[src/rtl/bindct_pkg.sv]
// Shared constants, types and shift-add constant multipliers for the
// forward and inverse 8-point binDCT.
package bindct_pkg;

  localparam int FP_SIZE   = 32;  // signed Q19.12 coefficient width
  localparam int FRAC_BITS = 12;  // fractional bits dropped at the output
  localparam int OUT_SIZE  = 8;   // reconstructed sample width

  typedef logic signed [FP_SIZE-1:0]  coef_t;
  typedef logic signed [OUT_SIZE-1:0] pix_t;

  // Output clip bounds and rounding constant, held at coefficient width
  localparam coef_t PIX_MAX    = coef_t'((1 << (OUT_SIZE - 1)) - 1);
  localparam coef_t PIX_MIN    = -coef_t'(1 << (OUT_SIZE - 1));
  localparam coef_t ROUND_HALF = coef_t'(1 << (FRAC_BITS - 1));

  // v * 3/8
  function automatic coef_t f38(input coef_t v);
    return (v >>> 2) + (v >>> 3);
  endfunction

  // v * 7/8
  function automatic coef_t f78(input coef_t v);
    return (v >>> 1) + (v >>> 2) + (v >>> 3);
  endfunction

  // v * 5/8
  function automatic coef_t f58(input coef_t v);
    return (v >>> 1) + (v >>> 3);
  endfunction

endpackage

[src/rtl/ibindct_bfly2.sv]
// Halving butterfly: sum and difference of two coefficients, each >>>1.
module ibindct_bfly2
  import bindct_pkg::*;
(
  input  coef_t a,
  input  coef_t b,
  output coef_t sum,
  output coef_t dif
);

  assign sum = (a + b) >>> 1;
  assign dif = (a - b) >>> 1;

endmodule

[src/rtl/ibindct_8pt.sv]
// Pipelined 8-point inverse binDCT (4 stages, shift-add lifting only).
// Optional build macro IBINDCT_SAT_EN: round-to-nearest output with
// saturation and a sat flag; when undefined the output truncates and wraps.
module ibindct_8pt
  import bindct_pkg::*;
(
  input  logic                         clk,
  input  logic                         rst,
  input  logic                         in_valid,
  output logic                         in_ready,
  input  logic [7:0][FP_SIZE-1:0]      x_in,
  output logic                         out_valid,
  input  logic                         out_ready,
  output logic [7:0][OUT_SIZE-1:0]     x_out,
  output logic                         out_last,
  output logic                         sat
);

  logic adv;
  logic s1_valid_reg, s2_valid_reg, s3_valid_reg, s4_valid_reg;
  logic [2:0] cnt_reg;

  // S1 holds butterfly pairs as (p[i], p[i+4]): (c0,c3) (c1,c2) (c4,c5) (c7,c6)
  coef_t s1_p_reg [8];
  // S2 holds sums in [0..3] and differences in [4..7]: a0 a1 a4 a7 / a3 a2 b1 b0
  coef_t s2_q_reg [8];
  // S3 holds a0..a7 in natural order
  coef_t s3_a_reg [8];
  pix_t  x_out_reg [8];
  logic  sat_reg;

  coef_t xi [8];
  coef_t c0, c1, c2, c3, c4, c5, c6, c7;
  coef_t s2_sum [4], s2_dif [4];
  coef_t b0, b1, a5, a6;
  coef_t s4_sum [4], s4_dif [4];
  coef_t s4_lane [8];
  pix_t  lane_pix [8];
  logic [7:0] lane_clip;

  // Whole pipeline moves together whenever the output slot is free or drained
  assign adv       = out_ready | ~s4_valid_reg;
  assign in_ready  = adv;
  assign out_valid = s4_valid_reg;
  assign out_last  = s4_valid_reg & (cnt_reg == 3'd7);
  assign sat       = sat_reg;

  genvar gi;
  for (gi = 0; gi < 8; gi++) begin : g_io
    assign xi[gi]    = coef_t'(x_in[gi]);
    assign x_out[gi] = x_out_reg[gi];
  end

  // S1: undo the forward lifting steps
  always_comb begin
    c1 = (xi[0] >>> 1) - xi[4];
    c0 = xi[0] - c1;
    c3 = xi[2] - f38(xi[6]);
    c2 = xi[6] + f38(c3);
    c6 = xi[3] + (xi[5] >>> 1);
    c5 = xi[5] - f78(c6);
    c7 = xi[1];
    c4 = xi[7] + (c7 >>> 3);
  end

  // S2: four halving butterflies on the S1 pairs
  for (gi = 0; gi < 4; gi++) begin : g_s2
    ibindct_bfly2 u_bfly (
      .a   (s1_p_reg[gi]),
      .b   (s1_p_reg[gi+4]),
      .sum (s2_sum[gi]),
      .dif (s2_dif[gi])
    );
  end

  // S3: odd-part rotation lifting recovers a5/a6 from b0/b1
  assign b0 = s2_q_reg[7];
  assign b1 = s2_q_reg[6];
  assign a5 = f58(b0) - b1;
  assign a6 = b0 - f38(a5);

  // S4: mirror butterflies, x[i] from the sum and x[7-i] from the difference
  for (gi = 0; gi < 4; gi++) begin : g_s4
    ibindct_bfly2 u_bfly (
      .a   (s3_a_reg[gi]),
      .b   (s3_a_reg[7-gi]),
      .sum (s4_sum[gi]),
      .dif (s4_dif[gi])
    );
    assign s4_lane[gi]   = s4_sum[gi];
    assign s4_lane[7-gi] = s4_dif[gi];
  end

  // Output formatting: drop the fraction and fit each lane into OUT_SIZE
  for (gi = 0; gi < 8; gi++) begin : g_fmt
`ifdef IBINDCT_SAT_EN
    coef_t rnd;
    assign rnd             = (s4_lane[gi] + ROUND_HALF) >>> FRAC_BITS;
    assign lane_clip[gi]   = (rnd > PIX_MAX) || (rnd < PIX_MIN);
    assign lane_pix[gi]    = (rnd > PIX_MAX) ? pix_t'(PIX_MAX) :
                             (rnd < PIX_MIN) ? pix_t'(PIX_MIN) : pix_t'(rnd);
`else
    assign lane_clip[gi]   = 1'b0;
    assign lane_pix[gi]    = pix_t'(s4_lane[gi] >>> FRAC_BITS);
`endif
  end

  // Stage valid bits and the visible output register (cleared by reset)
  always_ff @(posedge clk) begin
    if (rst) begin
      s1_valid_reg <= 1'b0;
      s2_valid_reg <= 1'b0;
      s3_valid_reg <= 1'b0;
      s4_valid_reg <= 1'b0;
      sat_reg      <= 1'b0;
      for (int i = 0; i < 8; i++) x_out_reg[i] <= '0;
    end else if (adv) begin
      s1_valid_reg <= in_valid;
      s2_valid_reg <= s1_valid_reg;
      s3_valid_reg <= s2_valid_reg;
      s4_valid_reg <= s3_valid_reg;
      sat_reg      <= |lane_clip;
      for (int i = 0; i < 8; i++) x_out_reg[i] <= lane_pix[i];
    end
  end

  // Internal stage data; qualified by the valid bits, so no reset needed
  always_ff @(posedge clk) begin
    if (adv) begin
      s1_p_reg[0] <= c0;  s1_p_reg[4] <= c3;
      s1_p_reg[1] <= c1;  s1_p_reg[5] <= c2;
      s1_p_reg[2] <= c4;  s1_p_reg[6] <= c5;
      s1_p_reg[3] <= c7;  s1_p_reg[7] <= c6;
      for (int i = 0; i < 4; i++) begin
        s2_q_reg[i]   <= s2_sum[i];
        s2_q_reg[i+4] <= s2_dif[i];
      end
      s3_a_reg[0] <= s2_q_reg[0];
      s3_a_reg[1] <= s2_q_reg[1];
      s3_a_reg[2] <= s2_q_reg[5];
      s3_a_reg[3] <= s2_q_reg[4];
      s3_a_reg[4] <= s2_q_reg[2];
      s3_a_reg[5] <= a5;
      s3_a_reg[6] <= a6;
      s3_a_reg[7] <= s2_q_reg[3];
    end
  end

  // Row counter within an 8x8 block, stepped on every consumed vector
  always_ff @(posedge clk) begin
    if (rst) begin
      cnt_reg <= 3'd0;
    end else if (s4_valid_reg && out_ready) begin
      cnt_reg <= cnt_reg + 3'd1;
    end
  end

endmodule
[config.mk]
export PLATFORM = sky130hd
export DESIGN_NAME = ibindct_8pt
export DESIGN_NICKNAME = d
export VERILOG_FILES = /design/src/rtl/bindct_pkg.sv /design/src/rtl/ibindct_bfly2.sv /design/src/rtl/ibindct_8pt.sv
export SDC_FILE = /design/constraint.sdc
export NUM_CORES = 2
export LEC_CHECK = 0
export ABC_AREA = 1
export CORE_MARGIN = 2
export CORE_UTILIZATION = 65
export CTS_CLUSTER_SIZE = 30
export DETAILED_ROUTE_END_ITERATION = 6
export DONT_BUFFER_PORTS = 1
export GPL_ROUTABILITY_DRIVEN = 0
export PLACE_DENSITY = 0.81
export SLEW_MARGIN = 20
export SYNTH_ARGS = -nofsm -noshare
export SYNTH_HDL_FRONTEND = slang
export SYNTH_SLANG_ARGS = --single-unit
[constraint.sdc]
create_clock -name clk -period 19.8 [get_ports clk]
set_input_delay 0 -clock clk [delete_from_list [all_inputs] [get_ports clk]]
set_output_delay 0 -clock clk [all_outputs]
set_load 0.02 [all_outputs]
==> metrics.txt <==
# TYPE chip_impl_metric gauge
chip_impl_metric{name="post_layout_minimum_cycle_time",unit="ns"} 5.56
chip_impl_metric{name="overflow",unit=""} 0
chip_impl_metric{name="fin_area",unit="sq mm"} 0.0535
chip_impl_info{name="hold_path_class",value="input pin to register"} 1
chip_impl_metric{name="synth.ff_latch_count",unit=""} 610
chip_impl_info{name="synth-main-ff-cell",value="edfxtp_1"} 1
chip_impl_info{name="cp_slowest_cell",value="fa_1"} 1
chip_impl_metric{name="setup_total_negative_slack",unit="ns"} 0
chip_impl_metric{name="die_width",unit="microns"} 278
chip_impl_info{name="holdCritStartpoint",value="x_in[166]"} 1
chip_impl_metric{name="drtPass1Iterations",unit=""} 7
chip_impl_metric{name="ctsHtreeMaxLevel",unit=""} 3
chip_impl_metric{name="drt.antenna.violating_nets",unit=""} 0
chip_impl_metric{name="dp_slack",unit="ns"} 14.36
chip_impl_metric{name="synth_enable_flop_cells",unit=""} 603
chip_impl_info{name="worstReg2RegStart",value="s2_q_reg[1][99]"} 1
chip_impl_metric{name="placeableCoreArea",unit="sq mm"} 0.0743
chip_impl_metric{name="die_height",unit="microns"} 278
chip_impl_metric{name="final-max-slew-violation-count",unit=""} 0
chip_impl_metric{name="numCtsBuffers",unit=""} 67
chip_impl_info{name="tritoncts",value="built"} 1
chip_impl_metric{name="global_route.usage.total",unit=""} 0.337
chip_impl_metric{name="critical_path_buf_inv_count",unit=""} 6
chip_impl_metric{name="critical-path-max-stage-delay",unit="ns"} 0.54
chip_impl_metric{name="num_ports",unit=""} 328
chip_impl_metric{name="detailroute.via_count",unit=""} 40410
chip_impl_metric{name="cts-resized-gates",unit=""} 0
chip_impl_metric{name="detail_route.iter0.violations",unit=""} 4792
chip_impl_metric{name="floorplan.rows",unit=""} 100
chip_impl_metric{name="tritoncts_num_sinks",unit=""} 610
chip_impl_metric{name="clkSlewWorstSetupHoldPaths",unit="ns"} 0.07
chip_impl_metric{name="worst_slack",unit="ns"} 14.24
chip_impl_metric{name="netlist_instances",unit=""} 5557
chip_impl_metric{name="placed_area",unit="sq mm"} 0.0496
chip_impl_info{name="status",value="finished, violations left"} 1
chip_impl_metric{name="syn-num-nets",unit=""} 6494
chip_impl_metric{name="final_min_period_over_clock_period",unit=""} 0.281
chip_impl_metric{name="post_drt_wl_per_cell",unit="microns"} 19.1
chip_impl_info{name="setup.worst_path.end_class",value="register"} 1
chip_impl_metric{name="worst-endpoint-arrival",unit="ns"} 5.96
chip_impl_metric{name="grt_max_degree",unit=""} 174
chip_impl_metric{name="largest_register_ff_count",unit=""} 194
chip_impl_metric{name="yosys_synthesis_warning_count",unit=""} 0
chip_impl_metric{name="worst-path-max-fanout",unit=""} 5
chip_impl_metric{name="first_pass_grt_wire_length",unit="microns"} 205000
chip_impl_metric{name="start_util",unit=""} 0.655
chip_impl_metric{name="routed_via_density",unit=""} 5.98
chip_impl_metric{name="drive_gt1_frac",unit=""} 0.0303
chip_impl_metric{name="setup-violations-final",unit=""} 0
chip_impl_info{name="grt_setup_unrepaired",value="no"} 1
chip_impl_metric{name="synth_area_per_cell",unit="sq um"} 8.76
chip_impl_info{name="violations",value="design-rule violations"} 1
chip_impl_metric{name="routed_wirelength",unit="microns"} 129000
chip_impl_metric{name="maxSlewHeadroom",unit=""} 0.288
chip_impl_metric{name="place.detailed.hpwl",unit="microns"} 99300
chip_impl_metric{name="finClkSkew",unit="ns"} 0.0436
chip_impl_info{name="critPathTopFamily",value="adder cells"} 1
chip_impl_metric{name="cap_violations",unit=""} 0
chip_impl_metric{name="clock.fmax",unit="MHz"} 180
chip_impl_info{name="worst_setup_path_start_kind",value="register"} 1
chip_impl_metric{name="die_area",unit="sq mm"} 0.0771
chip_impl_metric{name="clock_path_buffers",unit=""} 3
chip_impl_metric{name="initial_antenna_violation_count",unit=""} 15
chip_impl_metric{name="via_count_of_the_first_global_routing_pass",unit=""} 39209
chip_impl_metric{name="ys_types",unit=""} 60
chip_impl_metric{name="synth_seq_area_share",unit=""} 0.375
chip_impl_info{name="cts.root.buffer_cell",value="clkbuf_16"} 1
chip_impl_metric{name="critPathRequiredTime",unit="ns"} 20.19
chip_impl_metric{name="synth-async-reset-ratio",unit=""} 0
chip_impl_metric{name="post_synthesis_instance_area",unit="sq mm"} 0.0487
chip_impl_info{name="worst_path_most_repeated_cell",value="nand2_1"} 1
chip_impl_metric{name="area.growth.synth_to_final",unit="%"} 9.96
chip_impl_metric{name="fin_nets",unit=""} 6667
chip_impl_info{name="timing_worst_setup_path_type",value="register to register"} 1
chip_impl_metric{name="drt_drc_violations_left",unit=""} 154
chip_impl_metric{name="io_buffer_count",unit=""} 0
chip_impl_metric{name="worstSkewPairLatency",unit="ns"} 0.65
chip_impl_metric{name="max_slew.worst_pin.slew",unit="ns"} 1.07
chip_impl_metric{name="final_hold_viol_count",unit=""} 0
chip_impl_info{name="worstSetupStartpoint",value="s2_q_reg[1][99]"} 1
[cell families (layout without fill, tap and decap cells)]
| logic type | after synthesis | count (layout) | share of synthesized area |
|---|---|---|---|
| XOR/XNOR | 378 | 378 | 0.0693 |
| other | 1 | 7 | 0.0000770 |
| flip-flops | 610 | 610 | 0.375 |
| buffers and inverters | 1112 | 1339 | 0.0871 |
| adder cells (fa/ha/maj) | 677 | 677 | 0.196 |
| AND/OR/NAND/NOR | 1656 | 1656 | 0.142 |
| AO/OA/AOI/OAI | 1123 | 1123 | 0.131 |
[synthesized netlist by cell type, types with 8 or more instances]
| cell type | count | area (sq um) |
|---|---|---|
| inv_1 | 1033 | 3880 |
| nand2_1 | 894 | 3360 |
| edfxtp_1 | 603 | 18100 |
| a21oi_1 | 556 | 2780 |
| ha_1 | 537 | 6720 |
| nor2_1 | 367 | 1380 |
| xor2_1 | 300 | 2630 |
| o21ai_0 | 250 | 1250 |
| nand3_1 | 209 | 1050 |
| fa_1 | 140 | 2800 |
| nor3_1 | 76 | 380 |
| xnor2_1 | 71 | 622 |
| o21bai_1 | 64 | 480 |
| a21o_1 | 45 | 338 |
| nand4_1 | 44 | 275 |
| buf_2 | 34 | 170 |
| clkbuf_1 | 33 | 124 |
| nor4_1 | 31 | 194 |
| a31oi_1 | 29 | 181 |
| o21a_1 | 26 | 195 |
| o21ai_1 | 26 | 130 |
| a21boi_0 | 21 | 158 |
| o31ai_1 | 20 | 150 |
| o211ai_1 | 19 | 143 |
| a21boi_1 | 9 | 67.6 |
| a221oi_1 | 8 | 70.1 |
| o21ai_2 | 8 | 70.1 |
[cells in the final DEF, fill, tap and decap left out, types with 8 or more instances in the layout]
cell and instances:
a21boi_0 21, a21boi_1 9, a21o_1 45, a21oi_1 556, a221oi_1 8, a31oi_1 29, clkbuf_1 8, clkbuf_16 69
clkinv_1 14, clkinv_2 11, dlygate4sd3_1 168, edfxtp_1 603, fa_1 140, ha_1 537, inv_1 1032, nand2_1 893
nand2_2 8, nand3_1 209, nand4_1 44, nor2_1 366, nor3_1 76, nor4_1 31, o211ai_1 19, o21a_1 26
o21ai_0 250, o21ai_1 26, o21ai_2 8, o21bai_1 64, o31ai_1 20, xnor2_1 71, xor2_1 300
[path summary, 6_finish.rpt]
kind	cells past startpoint	to	slack, ns
max	28	s3_a_reg[1][84]	14.24
min	2	s1_p_reg[0][229]	0.01
max reg2reg	28	s3_a_reg[1][84]	14.24
min reg2reg	0	s3_a_reg[0][33]	0.41
[area by class of cell]
cell class | instances | area, sq um
antenna | 6 | 15.0
clock buffer | 77 | 1760
clock inverter | 46 | 435
fill | 5293 | 20800
inverter | 1040 | 3910
multi-input combinational | 3835 | 26200
sequential | 610 | 18200
tap | 969 | 1210
timing repair buffer | 176 | 1750
[metal layers]
metal	wire, microns	track usage	vias to the layer above
met5	44	0	-
met4	8270	0.183	6
met3	13200	0.0676	654
met2	58300	0.541	2274
met1	49600	0.429	18640
li1	-	-	18836
[timing repair]
action / CTS / global route
hold buffers: 168 / 0
buffers inserted: 0 / 0
endpoints found under the hold margin: 185 / 0
[metrics by stage]
step                utilization  hold WS [ns]  instances
detailed placement        0.668        0.0809       6462
finish                    0.720        0.0102       6759
global placement          0.668        0.0767       6462
CTS                       0.720       0.00194       6753
global route              0.720        0.0102       6755
floorplan                     -        0.0989       5557
Power is not shown: default switching activity piles up to over one toggle a cycle in this logic, so the estimate is an artifact.
